**src/rtl/tdm_pkg.sv**
```systemverilog
// Shared constants and state encoding for the 8-slot TDM demultiplexer.
// TDM_DEMUX_PARITY_EN extends each frame with a trailing even-parity slot.
package tdm_pkg;

    localparam int unsigned SLOTS       = 8;
    localparam int unsigned SEL_W       = $clog2(SLOTS);
    localparam int unsigned PARITY_SLOT = SLOTS;

`ifdef TDM_DEMUX_PARITY_EN
    localparam int unsigned FRAME_SLOTS = SLOTS + 1;
    localparam int unsigned SLOT_W      = SEL_W + 1;
`else
    localparam int unsigned FRAME_SLOTS = SLOTS;
    localparam int unsigned SLOT_W      = SEL_W;
`endif

    localparam int unsigned LAST_SLOT   = FRAME_SLOTS - 1;

    typedef enum logic {
        IDLE = 1'b0,
        RUN  = 1'b1
    } state_t;

endpackage

```
**src/rtl/tdm_slot_counter.sv**
```systemverilog
// Frame state flop and slot index counter: loads 1 on sync, advances on en,
// wraps after the last slot of a frame and drops to IDLE on missing sync.
module tdm_slot_counter
    import tdm_pkg::*;
(
    input  logic              clk,
    input  logic              rst_n,
    input  logic              en,
    input  logic              sync,
    output logic [SLOT_W-1:0] slot,
    output logic              busy,
    output logic              last_slot
);

    state_t            state_q, state_d;
    logic [SLOT_W-1:0] slot_q, slot_d;
    logic              last_q, last_d;

    always_ff @(posedge clk or negedge rst_n) begin
        if (!rst_n) begin
            state_q <= IDLE;
            slot_q  <= '0;
            last_q  <= 1'b0;
        end else begin
            state_q <= state_d;
            slot_q  <= slot_d;
            last_q  <= last_d;
        end
    end

    always_comb begin
        state_d = state_q;
        slot_d  = slot_q;
        if (en) begin
            case (state_q)
                IDLE: begin
                    if (sync) begin
                        state_d = RUN;
                        slot_d  = SLOT_W'(1);
                    end
                end
                RUN: begin
                    // sync always restarts a frame; slot 0 without sync loses lock
                    if (sync) begin
                        slot_d = SLOT_W'(1);
                    end else if (slot_q == '0) begin
                        state_d = IDLE;
                        slot_d  = '0;
                    end else if (slot_q == SLOT_W'(LAST_SLOT)) begin
                        slot_d = '0;
                    end else begin
                        slot_d = slot_q + SLOT_W'(1);
                    end
                end
                default: begin
                    state_d = IDLE;
                    slot_d  = '0;
                end
            endcase
        end
        last_d = (state_d == RUN) && (slot_d == SLOT_W'(LAST_SLOT));
    end

    assign slot      = slot_q;
    assign busy      = (state_q == RUN);
    assign last_slot = last_q;

endmodule

```
**src/rtl/tdm_demux8.sv**
```systemverilog
// 8:1 TDM receiver: collects slots into shadow registers and publishes all
// eight channels atomically per good frame. Option: TDM_DEMUX_PARITY_EN.
module tdm_demux8
    import tdm_pkg::*;
#(
    parameter int unsigned DW = 1
) (
    input  logic              clk,
    input  logic              rst_n,
    input  logic              en,
    input  logic              sync,
    input  logic [DW-1:0]     din,
    output logic [DW-1:0]     y0,
    output logic [DW-1:0]     y1,
    output logic [DW-1:0]     y2,
    output logic [DW-1:0]     y3,
    output logic [DW-1:0]     y4,
    output logic [DW-1:0]     y5,
    output logic [DW-1:0]     y6,
    output logic [DW-1:0]     y7,
    output logic [SLOT_W-1:0] slot,
    output logic              frame_valid,
    output logic              sync_err,
    output logic              busy
`ifdef TDM_DEMUX_PARITY_EN
    ,
    output logic              parity_err
`endif
);

    logic [DW-1:0]    shadow [SLOTS];
    logic [DW-1:0]    y_q    [SLOTS];
    logic             last_slot;
    logic             is_data_c;
    logic [SEL_W-1:0] idx_c;

    tdm_slot_counter u_cnt (
        .clk       (clk),
        .rst_n     (rst_n),
        .en        (en),
        .sync      (sync),
        .slot      (slot),
        .busy      (busy),
        .last_slot (last_slot)
    );

    assign idx_c = SEL_W'(slot);

`ifdef TDM_DEMUX_PARITY_EN
    logic par_c;

    // Even parity across every bit of the eight buffered slots
    always_comb begin
        par_c = 1'b0;
        for (int k = 0; k < int'(SLOTS); k++) begin
            par_c = par_c ^ (^shadow[k]);
        end
    end

    assign is_data_c = (slot != SLOT_W'(PARITY_SLOT));
`else
    assign is_data_c = 1'b1;
`endif

    always_ff @(posedge clk or negedge rst_n) begin
        if (!rst_n) begin
            for (int k = 0; k < int'(SLOTS); k++) begin
                shadow[k] <= '0;
                y_q[k]    <= '0;
            end
            frame_valid <= 1'b0;
            sync_err    <= 1'b0;
`ifdef TDM_DEMUX_PARITY_EN
            parity_err  <= 1'b0;
`endif
        end else begin
            frame_valid <= 1'b0;
            sync_err    <= 1'b0;
`ifdef TDM_DEMUX_PARITY_EN
            parity_err  <= 1'b0;
`endif
            if (en) begin
                if (sync) begin
                    // Partial frame is simply overwritten; it never reaches y_q
                    shadow[0] <= din;
                    if (busy && (slot != '0)) begin
                        sync_err <= 1'b1;
                    end
                end else if (busy) begin
                    if (slot == '0) begin
                        sync_err <= 1'b1;
                    end else begin
                        if (is_data_c) begin
                            shadow[idx_c] <= din;
                        end
`ifdef TDM_DEMUX_PARITY_EN
                        if (last_slot) begin
                            if (din[0] == par_c) begin
                                for (int k = 0; k < int'(SLOTS); k++) begin
                                    y_q[k] <= shadow[k];
                                end
                                frame_valid <= 1'b1;
                            end else begin
                                parity_err <= 1'b1;
                            end
                        end
`else
                        if (last_slot) begin
                            for (int k = 0; k < int'(SLOTS) - 1; k++) begin
                                y_q[k] <= shadow[k];
                            end
                            y_q[SLOTS-1] <= din;
                            frame_valid  <= 1'b1;
                        end
`endif
                    end
                end
            end
        end
    end

    assign y0 = y_q[0];
    assign y1 = y_q[1];
    assign y2 = y_q[2];
    assign y3 = y_q[3];
    assign y4 = y_q[4];
    assign y5 = y_q[5];
    assign y6 = y_q[6];
    assign y7 = y_q[7];

endmodule

```
**config.mk**
```make
export PLATFORM = sky130hd
export DESIGN_NAME = tdm_demux8
export DESIGN_NICKNAME = d
export VERILOG_FILES = /design/src/rtl/tdm_pkg.sv /design/src/rtl/tdm_slot_counter.sv /design/src/rtl/tdm_demux8.sv
export SDC_FILE = /design/constraint.sdc
export NUM_CORES = 1
export LEC_CHECK = 0
export BUFFER_PORTS_ARGS = -buffer_cell sky130_fd_sc_hd__buf_2
export CORE_UTILIZATION = 40
export CTS_BUF_LIST = sky130_fd_sc_hd__clkbuf_8 sky130_fd_sc_hd__clkbuf_16
export CTS_CLUSTER_DIAMETER = 60
export CTS_CLUSTER_SIZE = 10
export DETAILED_ROUTE_END_ITERATION = 8
export GPL_TIMING_DRIVEN = 0
export PLACE_DENSITY = 0.63
export SETUP_SLACK_MARGIN = 0.02
export SLEW_MARGIN = 40
export SYNTH_ARGS = -nofsm -noshare
export SYNTH_HDL_FRONTEND = slang
export SYNTH_HIERARCHICAL = 1
export SYNTH_SLANG_ARGS = --single-unit
```
**constraint.sdc**
```tcl
create_clock -name clk -period 1.92 [get_ports clk]
set_input_delay 0.384 -clock clk [delete_from_list [all_inputs] [get_ports clk]]
set_output_delay 0.384 -clock clk [all_outputs]
set_load 0.02 [all_outputs]
```
---- After elaboration in Yosys (flattened, before gate mapping) ----
Index checks and enable logic that the tools add are counted.
operators by class
  $lt $le $gt $ge ......................... 2
  bitwise operators ....................... 4
  reductions and logical operators ........ 9
  add/sub/neg operators ................... 1
  equality and inequality tests ........... 3
  muxes and demuxes ....................... 27
operators by type and width
  operator                                                                       number
  1-bit 2-to-1 mux                                                               16
  8-bit 2-to-1 mux                                                               2
  3-bit 2-to-1 mux                                                               5
  8-bit bitwise mux                                                              1
  3-bit equality test (second input constant)                                    2
  3-bit one-hot mux with 2 select lines                                          1
  5-bit AND reduction                                                            1
  4-bit >= comparator (second input constant)                                    1
  4-bit by 1-bit less-than comparator with 1-bit output (second input constant)  1
  3-bit NOT with 4-bit output                                                    1
  4-bit AND reduction                                                            1
  3-bit by 1-bit adder with 3-bit output (second input constant)                 1
  1-bit demux with 3-bit select                                                  1
  1-bit logical AND                                                              3
  3-bit logical NOT                                                              1
  1-bit NOT                                                                      3
  3-bit AND reduction                                                            1
  3-bit nonzero test                                                             1
  2-bit inequality test (second input constant)                                  1
  1-bit one-hot mux with 2 select lines                                          1
  2-bit nonzero test                                                             1
word-level totals
  flip-flop bits (word level) ............. 23
  word-level logic and storage cells ...... 67
  bits of input ports ..................... 5
  output and inout bits ................... 14

---- Depth between registers and ports, before layout ----
  word-level depth ........................ 9
  gate-level depth with buffers ........... 5
  depth with buffers taken out ............ 5

---- Hierarchy ----
Netlist, hierarchy kept.
modules (own cells, without submodules)
  module            sequential area each (um^2)  times used  area each (um^2)  cells an instance
  tdm_demux8        425.4                        1           701.9             46
  tdm_slot_counter  125.1                        1           292.8             26

---- Worst setup path after synthesis ----
No wires, ideal clock.
  path kind ............................... reg2reg
  from .................................... register u_cnt.slot_q[2] (netlist: u_cnt/slot[2])
  to ...................................... register y_q, in the netlist y7
  setup slack ............................. 0.194 ns
  path buffers ............................ 0
  required time ........................... 1.795 ns
  cell stages (with the launch flop) ...... 4
  arrival time ............................ 1.601 ns
  period minus slack after synthesis ...... 1.726 ns
  library setup time ...................... 0.125 ns
  cell sequence ........................... dfrtp_1 -> nor3_1 -> nor4b_4 -> mux2_2
on the way
  longest elaborated chain between the ends .. 3
RTL lines
  element                               RTL line                RTL
  from (decl)                           tdm_slot_counter.sv:16  logic [SLOT_W-1:0] slot_q, slot_d;
  from (signal assigned)                tdm_slot_counter.sv:26  slot_q <= slot_d;
  3-bit logical NOT                     tdm_demux8.sv:90        if (slot == '0) begin
  1-bit NOT (no source line)            n/a
  5-bit AND reduction (no source line)  n/a
  to (signal, indexed assignment)       tdm_demux8.sv:110       y_q[k] <= shadow[k];
  to (signal, indexed assignment)       tdm_demux8.sv:112       y_q[SLOTS-1] <= din;
  to (decl)                             tdm_demux8.sv:32        logic [DW-1:0] y_q [SLOTS];
No other way between the ends.
A chain may end at the register's enable or synchronous reset.

---- Worst setup path after layout ----
  from .................................... register u_cnt.slot_q[0] (netlist: u_cnt/slot[0])
  to ...................................... register u_cnt.last_q (netlist: u_cnt/last_slot)
on the way
  longest elaborated chain between the ends .. 8
  elaborated cells on any way between the ends .. 15
  classes of those cells .................. 1 x add/sub; 2 x eq/ne; 10 x mux; 2 x reduce/logical
RTL lines
  element                                                                               RTL line                                        RTL
  3-bit by 1-bit adder with 3-bit output / 3-bit equality test (equally long branches)  tdm_slot_counter.sv:52, tdm_slot_counter.sv:49
  3-bit 2-to-1 mux                                                                      tdm_slot_counter.sv:49                          end else if (slot_q == SLOT_W'(LAST_SLOT)) begin
  3-bit 2-to-1 mux                                                                      tdm_slot_counter.sv:46                          end else if (slot_q == '0) begin
  3-bit 2-to-1 mux                                                                      tdm_slot_counter.sv:44                          if (sync) begin
  3-bit one-hot mux with 2 select lines                                                 tdm_slot_counter.sv:35                          case (state_q)
  3-bit 2-to-1 mux *                                                                    tdm_slot_counter.sv:34                          if (en) begin
  named net u_cnt.slot_d[0]                                                             tdm_slot_counter.sv:16
  3-bit equality test *                                                                 tdm_slot_counter.sv:61                          last_d = (state_d == RUN) && (slot_d == SLOT_W'(LAST_SLOT));
  1-bit logical AND *                                                                   tdm_slot_counter.sv:61
  named net u_cnt.last_d                                                                tdm_slot_counter.sv:17                          logic last_q, last_d;
  to (signal assigned)                                                                  tdm_slot_counter.sv:27                          last_q <= last_d;
  to (decl)                                                                             tdm_slot_counter.sv:17
Mark *: on every way through the listed nets, which the timed path passes. The rest lies on a longest branch.

==> metrics.md <==
| Metric | Value |
|---|---|
| Status | complete, no violations |
| Die height | 51.87 um |
| Worst Skew | between 0.008 and 0.009 ns |
| CP most frequent cell | ha_1 |
| Total power | 1539 uW |
| Clk_lat worst skew | 0.26 ns |
| Clock sink count | 22 |
| Top_reg_cell synth | dfrtp_1 |
| Share of layout cells above drive strength 1 | 0.4105 |
| Cells along the critical path | ha_1 > ha_1 > and4bb_1 > a221o_1 > and4_1 |
| Die area | 2690 um2 |
| Largest register by flop count | shadow |
| Worst Setup End Kind | flip-flop |
| Seq/Total Area, Yosys | 0.5535 |
| Worst rel slew slack | 0.6604 |
| Critical Path Slowest Stage Cell | dfrtp_1 |
| IO Pins | 19 |
| Leak | 0.0005895 uW |
| CTS H-tree depth | 1 |
| Setup Fix Bufs, Post-CTS | 1 |
| RSZ-0062 raised after global routing | no |
| Core area | roughly 2300 um2 |
| Rows | 17 |
| Max-cap violations | 0 |
| Crit path DAT | 1.88 ns |
| Final setup TNS | 0 ns |
| Startpoint types | flip-flop |
| Initial Util | 0.4371 |
| GRT Total Usage | 0.1469 |
| Largest register FFs | 7 |
| Post-route minimum period | roughly 1.7 ns |
| EDFF count, synth | 0 |
| Final setup viols | 0 |
| Final Hold Violating Endpoints | 0 |
| Hold Crit Class | input pin to async pin |
| Fmax | about 580 MHz |
| Clk slew on worst S/H paths | 0.08 ns |
| Largest net degree at the start of global routing | 23 |
| Layout area overhead | 20.13% |
| Critical path data required time | 2.08 ns |
| CTS tree | done |
| Most frequent cells in the layout | 22 x dfrtp_1, 18 x buf_2, 15 x mux2_2 |
| Worst slew pin tran | 0.5056 ns |
| Yosys cell types | 23 |
| TritonRoute pass-1 iters | 2 |
| Hold_buf cts | 0 |
| Vias in the first global route | 606 |
| Nets@finish | around 100 |
| Post-synthesis cell area | 994.7 um2 |
| Die W | 51.87 um |
| Syn Nets | 80 |
| WL per Instance | 14.08 um |
| Post-Route WL | 1732 um |
| Ant. Diodes | 0 |
| FFs w/ async S/R, synth | 1.000 |
| Via Count | between 600 and 700 |
| Peak VDD IR | 0.6229 mV |
| Antenna violations before repair | 0 |
| Synth Register Bits | 22 |
| Post-Synthesis Cells | 72 |
| Global-route wire length before repair | between 2000 and 3000 um |
| Final period utilization | 0.8974 |
| Vias per cell | roughly 5.4 |
| Max clock buf depth | 2 |
| Mean Syn Cell Area | 13.82 um2 |
| # resized after CTS | 0 |
| IO buf count | 18 |
| DRC violations left | 0 |
| First DRT Iteration DRCs | 2 |
| Crit-path max cell delay | roughly 0.55 ns |
| Slew Viols, Final | 0 |
| Most common cell after layout, fill and taps aside | dfrtp_1 |
| Crit-path max FO | 12 |
| Post-DP HPWL | 1187 um |
| GR Overflow Total | 0 |
| DRT antenna net count | 0 |
| Ys Warns | 6 |
| PD cells | roughly 1300 nW/um2 |
| Number of buffers created by CTS | 3 |
| Critical setup path kind | flip-flop to flip-flop |
| Root Buffer | clkbuf_8 |
| Placer's final routability congestion estimate | 0.6794 |
==> report_power, final <==
group	leakage, uW	internal, uW	total (uW)	switching (uW)
Clock	0.0000288	183	323	141
Sequential	0.000291	579	725	146
Combinational	0.000269	230	491	261
Total	0.000589	992	1540	547
==> cell type report <==
cell class,instances,area [um2]
flip-flops and latches,22,550.5
clock buffers,4,55.05
inverters,2,7.507
multi-input cells,48,436.7
repair buffers,19,110.1
well taps,28,35.03
fillers,200,1081
==> final timing paths <==
kind | from | end | slack [ns] | cells past startpoint
worst max-delay path | u_cnt/slot[0]$_DFF_PN0_ | u_cnt/last_slot$_DFF_PN0_ | 0.20 | 5
worst min-delay path | rst_n | sync_err$_DFF_PN0_ | 0.07 | 1
worst max register to register | u_cnt/slot[0]$_DFF_PN0_ | u_cnt/last_slot$_DFF_PN0_ | 0.20 | 5
worst min register to register | shadow[7]$_DFFE_PN0P_ | y0$_DFFE_PN0P_ | 0.50 | 1
max in group asynchronous | rst_n | shadow[1]$_DFFE_PN0P_ | 1.52 | 1
min in group clk | din | shadow[3]$_DFFE_PN0P_ | 0.47 | 2
==> worst max-delay path: cells and delay by family, from the launching register on <==
family	cells	cell delay [ns]
flops	1	0.55
simple gates	2	0.38
compound gates	1	0.34
fa+ha+maj	2	0.34
==> stage by stage <==
step	cells	setup slack [ns]	util	hold WS [ns]	cell area (um2)
after floorplan	72	0.1939	-	0.08841	994.7
after CTS	123	0.2156	0.5250	0.08720	1195
after detailed placement	118	0.03006	0.4920	0.3737	1120
after global placement	118	0.05356	0.4920	0.3686	1120
final	123	0.1971	0.5250	0.06532	1195
after global routing	123	0.1337	0.5250	0.1138	1195
==> logic make-up after synthesis <==
group	synth area share
simple gates	0.1874
xor+xnor	0.008807
buf+inv	0.007550
fa+ha+maj	0.03774
mux	0.1698
flops	0.5535
compound gates	0.03523
==> cell usage after synthesis (2+ instances only) <==
cell type | n | area (um2)
nor3_1 | 2 | 10.01
nand2b_1 | 4 | 25.02
nor3b_1 | 2 | 15.01
nand4b_1 | 3 | 26.28
nand2_1 | 3 | 11.26
nand3b_1 | 3 | 22.52
mux2_2 | 15 | 168.9
ha_1 | 3 | 37.54
inv_1 | 2 | 7.510
dfrtp_1 | 22 | 550.5
==> layer usage <==
metal  vias to the layer above  GRT usage  wire (um)
met5                         -          0          0
met4                         0    0.05405         18
met3                         4    0.05263         61
met2                        10     0.2308        871
met1                       334     0.1844        781
li1                        314          -          -
Note: power is estimated with default switching activity, not from simulation.
